==> config.mk <==
export PLATFORM = sky130hd
export DESIGN_NAME = lc3_mem_seq
export DESIGN_NICKNAME = d
export VERILOG_FILES = /design/src/rtl/lc3_mem_seq.sv
export SDC_FILE = /design/constraint.sdc
export NUM_CORES = 1
export LEC_CHECK = 0
export CORE_ASPECT_RATIO = 0.75
export CORE_MARGIN = 3
export CORE_UTILIZATION = 47
export CTS_BUF_LIST = sky130_fd_sc_hd__clkbuf_8
export DETAILED_ROUTE_END_ITERATION = 16
export HOLD_SLACK_MARGIN = 0.05
export PLACE_DENSITY = 0.84
export SYNTH_ARGS = -nofsm -noshare
export SYNTH_HDL_FRONTEND = slang
export SYNTH_SLANG_ARGS = --single-unit
export TNS_END_PERCENT = 100
==> constraint.sdc <==
create_clock -name clk -period 2.3 [get_ports clk]
set_input_delay 0.46 -clock clk [delete_from_list [all_inputs] [get_ports clk]]
set_output_delay 0.46 -clock clk [all_outputs]
set_load 0.05 [all_outputs]
==> src/rtl/lc3_mem_seq.sv <==
// Sequences LC-3 MAR/MDR strobes for one read/write request; replies with a one-cycle resp pulse (optional wait-timeout error).
// Latency: accept edge to resp_valid is 3 edges minimum, plus one per RAM wait cycle; req_ready is high only while idle.
module lc3_mem_seq #(
    parameter int TIMEOUT_CYCLES = 255,
    parameter int CNT_W          = 8
) (
    input  logic        clk,
    input  logic        rst,
    input  logic        req_valid,
    input  logic        req_write,
    input  logic [15:0] req_addr,
    input  logic [15:0] req_wdata,
    output logic        req_ready,
    output logic        resp_valid,
    output logic        resp_err,
    output logic [15:0] resp_rdata,
    output logic [15:0] bus_out,
    output logic        bus_drive,
    output logic        ld_mar,
    output logic        ld_mdr,
    output logic        mio_en,
    output logic        r_w,
    output logic        gate_mdr,
    input  logic        mem_ready,
    input  logic [15:0] mem_out
);

    typedef enum logic [2:0] {
        IDLE, LD_ADDR, LD_DATA, WR_WAIT, RD_WAIT, RD_GATE, RESP
    } state_t;

    localparam bit             TO_EN   = (TIMEOUT_CYCLES != 0);
    localparam logic [CNT_W-1:0] TO_LAST =
        CNT_W'((TIMEOUT_CYCLES == 0) ? 0 : TIMEOUT_CYCLES - 1);

    state_t           state, state_nxt;
    logic [CNT_W-1:0] cnt, cnt_nxt;
    logic             err_q, err_nxt;
    logic [15:0]      rdata_nxt;
    logic [15:0]      addr_q, wdata_q;
    logic             write_q;
    logic             timeout;

    always_ff @(posedge clk or negedge rst) begin
        if (!rst) begin
            state      <= IDLE;
            cnt        <= '0;
            err_q      <= 1'b0;
            resp_rdata <= 16'h0000;
            addr_q     <= 16'h0000;
            wdata_q    <= 16'h0000;
            write_q    <= 1'b0;
        end else begin
            state      <= state_nxt;
            cnt        <= cnt_nxt;
            err_q      <= err_nxt;
            resp_rdata <= rdata_nxt;
            if (state == IDLE && req_valid) begin
                addr_q  <= req_addr;
                wdata_q <= req_wdata;
                write_q <= req_write;
            end
        end
    end

    // mem_ready is checked ahead of timeout so a completing access always wins.
    assign timeout = TO_EN && !mem_ready && (cnt == TO_LAST);

    always_comb begin
        state_nxt  = state;
        cnt_nxt    = cnt;
        err_nxt    = err_q;
        rdata_nxt  = resp_rdata;
        req_ready  = 1'b0;
        resp_valid = 1'b0;
        resp_err   = 1'b0;
        bus_out    = 16'h0000;
        bus_drive  = 1'b0;
        ld_mar     = 1'b0;
        ld_mdr     = 1'b0;
        mio_en     = 1'b0;
        r_w        = 1'b0;
        gate_mdr   = 1'b0;
        case (state)
            IDLE: begin
                req_ready = 1'b1;
                if (req_valid) begin
                    state_nxt = LD_ADDR;
                    err_nxt   = 1'b0;
                end
            end
            LD_ADDR: begin
                bus_drive = 1'b1;
                bus_out   = addr_q;
                ld_mar    = 1'b1;
                state_nxt = write_q ? LD_DATA : RD_WAIT;
            end
            LD_DATA: begin
                bus_drive = 1'b1;
                bus_out   = wdata_q;
                ld_mdr    = 1'b1;
                state_nxt = WR_WAIT;
            end
            WR_WAIT: begin
                mio_en = 1'b1;
                r_w    = 1'b1;
                if (mem_ready || timeout) begin
                    state_nxt = RESP;
                    err_nxt   = !mem_ready;
                    rdata_nxt = 16'h0000;
                end else begin
                    cnt_nxt = cnt + CNT_W'(1);
                end
            end
            RD_WAIT: begin
                mio_en = 1'b1;
                ld_mdr = mem_ready;
                if (mem_ready) begin
                    state_nxt = RD_GATE;
                end else if (timeout) begin
                    state_nxt = RESP;
                    err_nxt   = 1'b1;
                    rdata_nxt = 16'h0000;
                end else begin
                    cnt_nxt = cnt + CNT_W'(1);
                end
            end
            RD_GATE: begin
                gate_mdr  = 1'b1;
                rdata_nxt = mem_out;
                state_nxt = RESP;
            end
            RESP: begin
                resp_valid = 1'b1;
                resp_err   = err_q;
                cnt_nxt    = '0;
                state_nxt  = IDLE;
            end
            default: state_nxt = IDLE;
        endcase
    end

endmodule

==> metrics.txt <==
status completed; switching power 0.00286 W; Seq/Total Area, Yosys 55.0%; drt drc 0; Worst Path Required 1.84 ns; die width 94.8 um; DRT antenna net count 0; hold path start resp_rdata[10]$_DFFE_PN0P_; initial antenna violation count 0; min cycle time layout 2.23 ns; ys flop type dfrtp_1; Routed WL 6.87 mm; Sequential Power Share 28.1%; worst hold endpoint resp_rdata[10]$_DFFE_PN0P_; worst slack, placed -0.114 ns; Reg2Reg Depth 6; CTS tree yes; CORE AREA 5530 um^2; clk slew on worst S/H paths 0.06 ns; Die H 72.6 um; Post-Synthesis Net Count 278; DRT Pass-1 Iters 4; Layout area overhead 55.8%; CP endpoint kind output port; worst skew pair latency 0.33 ns; switch share 41.7%; HPWL after DPL 4.95 mm; ANT cells 0; synthesized area 2780 um^2; Post-synth EDFFs 0; share of cells above drive strength 1 33.0%; Setup TNS 0 ns; top-level port count 94; Crit Path Class flip-flop to output port; initial detailed-routing violation count 86; final period utilization 96.9%; # nets final 380; worst slew pin tran 0.688 ns; Hold WC Path Type flip-flop to flip-flop; IO Port Bufs 93; Synth Instances 223; largest net degree at the start of global routing 51; Reg-to-Reg Start cnt[0]$_DFFE_PN0P_; syn avg cell area 12.5 um^2; Worst R2R Setup Slack 0.35 ns; starting density of the core 50.2%; vias after detailed routing 2214; relative max-transition margin 54.0%; Final Core Density 78.3%; clock skew 0.00958 ns; combinational power share 57.7%; via/cell ratio 5.47; Int Power 0.00401 W; RePlAce Congestion 0.897; asr flop ratio synth 100%; Peak VDD IR 0.00109 V; post-synthesis register bit count 61; Worst Path Max Fanout 17; Clock Path Buffers 2; Fin Hold WS 0.497 ns; Max-Cap Viols 0; Worst R2R End resp_rdata[2]$_DFFE_PN0P_; first-pass GRT wire length 11.1 mm; leak pwr 1.88 nW; average wire per standard cell 17.0 um; H-tree Lvls 3; Placement Rows 23; hold path depth 1; Netlist cell types 39; cts bufs inserted 9; Tot GR Track Use 21.1%; grt total ovfl 0; Final WS setup 0.0723 ns; max-slew violation count 0; RSZ-0062 raised after global routing no; clk sinks 61; vias in the first global route 2279; die area 6880 um^2; Critical Path AT 1.77 ns; Final Hold Vio Count 0; Clock power frac 14.2%; clk root buf clkbuf_8; Fmax 449 MHz; CP Launch Type flip-flop; final count of negative-setup-slack endpoints 0; Pwr Density 1590 nW/um^2; synth warn 0
-- worst max-delay path by stage --
| stage | from | endpoint | slack (ns) |
|---|---|---|---|
| 2_1_floorplan | state[2]$_DFFE_PN0P_ | bus_out[12] | 0.06 |
| 3_3_place_gp | mem_ready | resp_rdata[2]$_DFFE_PN0P_ | -0.08 |
| 3_5_place_dp | mem_ready | resp_rdata[2]$_DFFE_PN0P_ | -0.11 |
| 5_1_grt | state[0]$_DFFE_PN0P_ | bus_out[4] | 0.006 |
| 6_report | state[2]$_DFFE_PN0P_ | bus_out[4] | 0.07 |
| 4_1_cts | mem_ready | ld_mdr | 0.003 |
-- power by group through the flow --
| stage | Clock [W] | Sequential, W | Combinational [W] |
|---|---|---|---|
| finish | 0.000976 | 0.00193 | 0.00396 |
| global route | 0.00105 | 0.00200 | 0.00415 |
| CTS | 0.00101 | 0.00193 | 0.00396 |
| detailed placement | 0 | 0.00192 | 0.00396 |
| global placement | 0 | 0.00189 | 0.00388 |
| floorplan | 0 | 0.00215 | 0.00208 |
-- area by class of cell --
class,instances,area (um^2)
clock inverters,4,45.0
inverters,9,33.8
flip-flops and latches,61,1530
clock buffers,12,165
well taps,75,93.8
repair buffers,104,1280
fillers,344,1200
multi-input cells,140,1170
-- cell usage in the layout (no fill, tap or decap), types with 4 or more instances in the layout --
cell type        Yosys  routed
clkdlybuf4s50_1      0      67
mux2_2              33      33
clkbuf_8             0      12
a22o_1              32      23
inv_1                9       9
buf_4                4       6
nand2_1              7       7
nor2_1               7       7
nand3_1              7       7
a31oi_1              4       4
a21oi_1              6       5
buf_12               0      26
o21ai_0              9       9
dfrtp_1             61      58
a22o_2               0       9
-- logic make-up (layout without fill, tap and decap cells) --
| logic type | after synthesis | after routing | share of synthesized area (%) |
|---|---|---|---|
| mux | 34 | 34 | 13.9 |
| fa+ha+maj | 2 | 2 | 0.901 |
| compound gates | 64 | 64 | 18.4 |
| buf+inv | 22 | 129 | 3.74 |
| flops | 61 | 61 | 55.0 |
| simple gates | 40 | 40 | 8.02 |
-- synthesized netlist by cell type, types with 3 or more instances --
| library cell | instances | area, um^2 |
|---|---|---|
| buf_4 | 4 | 30.0 |
| nand2_1 | 7 | 26.3 |
| clkbuf_1 | 4 | 15.0 |
| a21oi_1 | 6 | 30.0 |
| o211ai_1 | 3 | 22.5 |
| nand3_1 | 7 | 35.0 |
| buf_2 | 4 | 20.0 |
| mux2_2 | 33 | 372 |
| inv_1 | 9 | 33.8 |
| a22o_1 | 32 | 280 |
| and3_1 | 3 | 18.8 |
| nor2_1 | 7 | 26.3 |
| nor2b_1 | 3 | 18.8 |
| a31oi_1 | 4 | 25.0 |
| o21ai_0 | 9 | 45.0 |
| dfrtp_1 | 61 | 1530 |
-- registers in the layout, summed over array words and instances (netlist names) --
register,flops
wdata_q,16
addr_q,16
state,3
err_q,1
resp_rdata,16
cnt,8
write_q,1
-- metal layers --
layer  vias up  share of wire (%)  track usage (%)
li1       1030                  -                -
met1      1099                 44             28.0
met2        78                 49             33.6
met3         7                5.6             7.25
met4         0               0.83             4.80
met5         -                  0                0
-- through the flow --
| step | instances | instance area [um^2] | power (W) |
|---|---|---|---|
| after detailed placement | 388 | 4080 | 0.00588 |
| final | 405 | 4330 | 0.00687 |
| after floorplan | 223 | 2790 | 0.00423 |
| after global routing | 405 | 4330 | 0.00720 |
| after CTS | 405 | 4300 | 0.00689 |
| after global placement | 388 | 4080 | 0.00577 |
-- what timing repair did --
action / CTS / global route
hold endpoints to repair: 11 / 0
hold buffers: 1 / 0
setup endpoints to repair: 5 / 20
setup buffers: 0 / 0
gates resized for setup: 3 / 5
-- worst max-delay path: stages (launching register included) --
cell and delay, ns:
dfrtp_2 0.50, nand2b_1 0.23, nor2_1 0.14, buf_6 0.20, a22o_1 0.22, buf_12 0.15
Power figures use the tool's default switching activity.
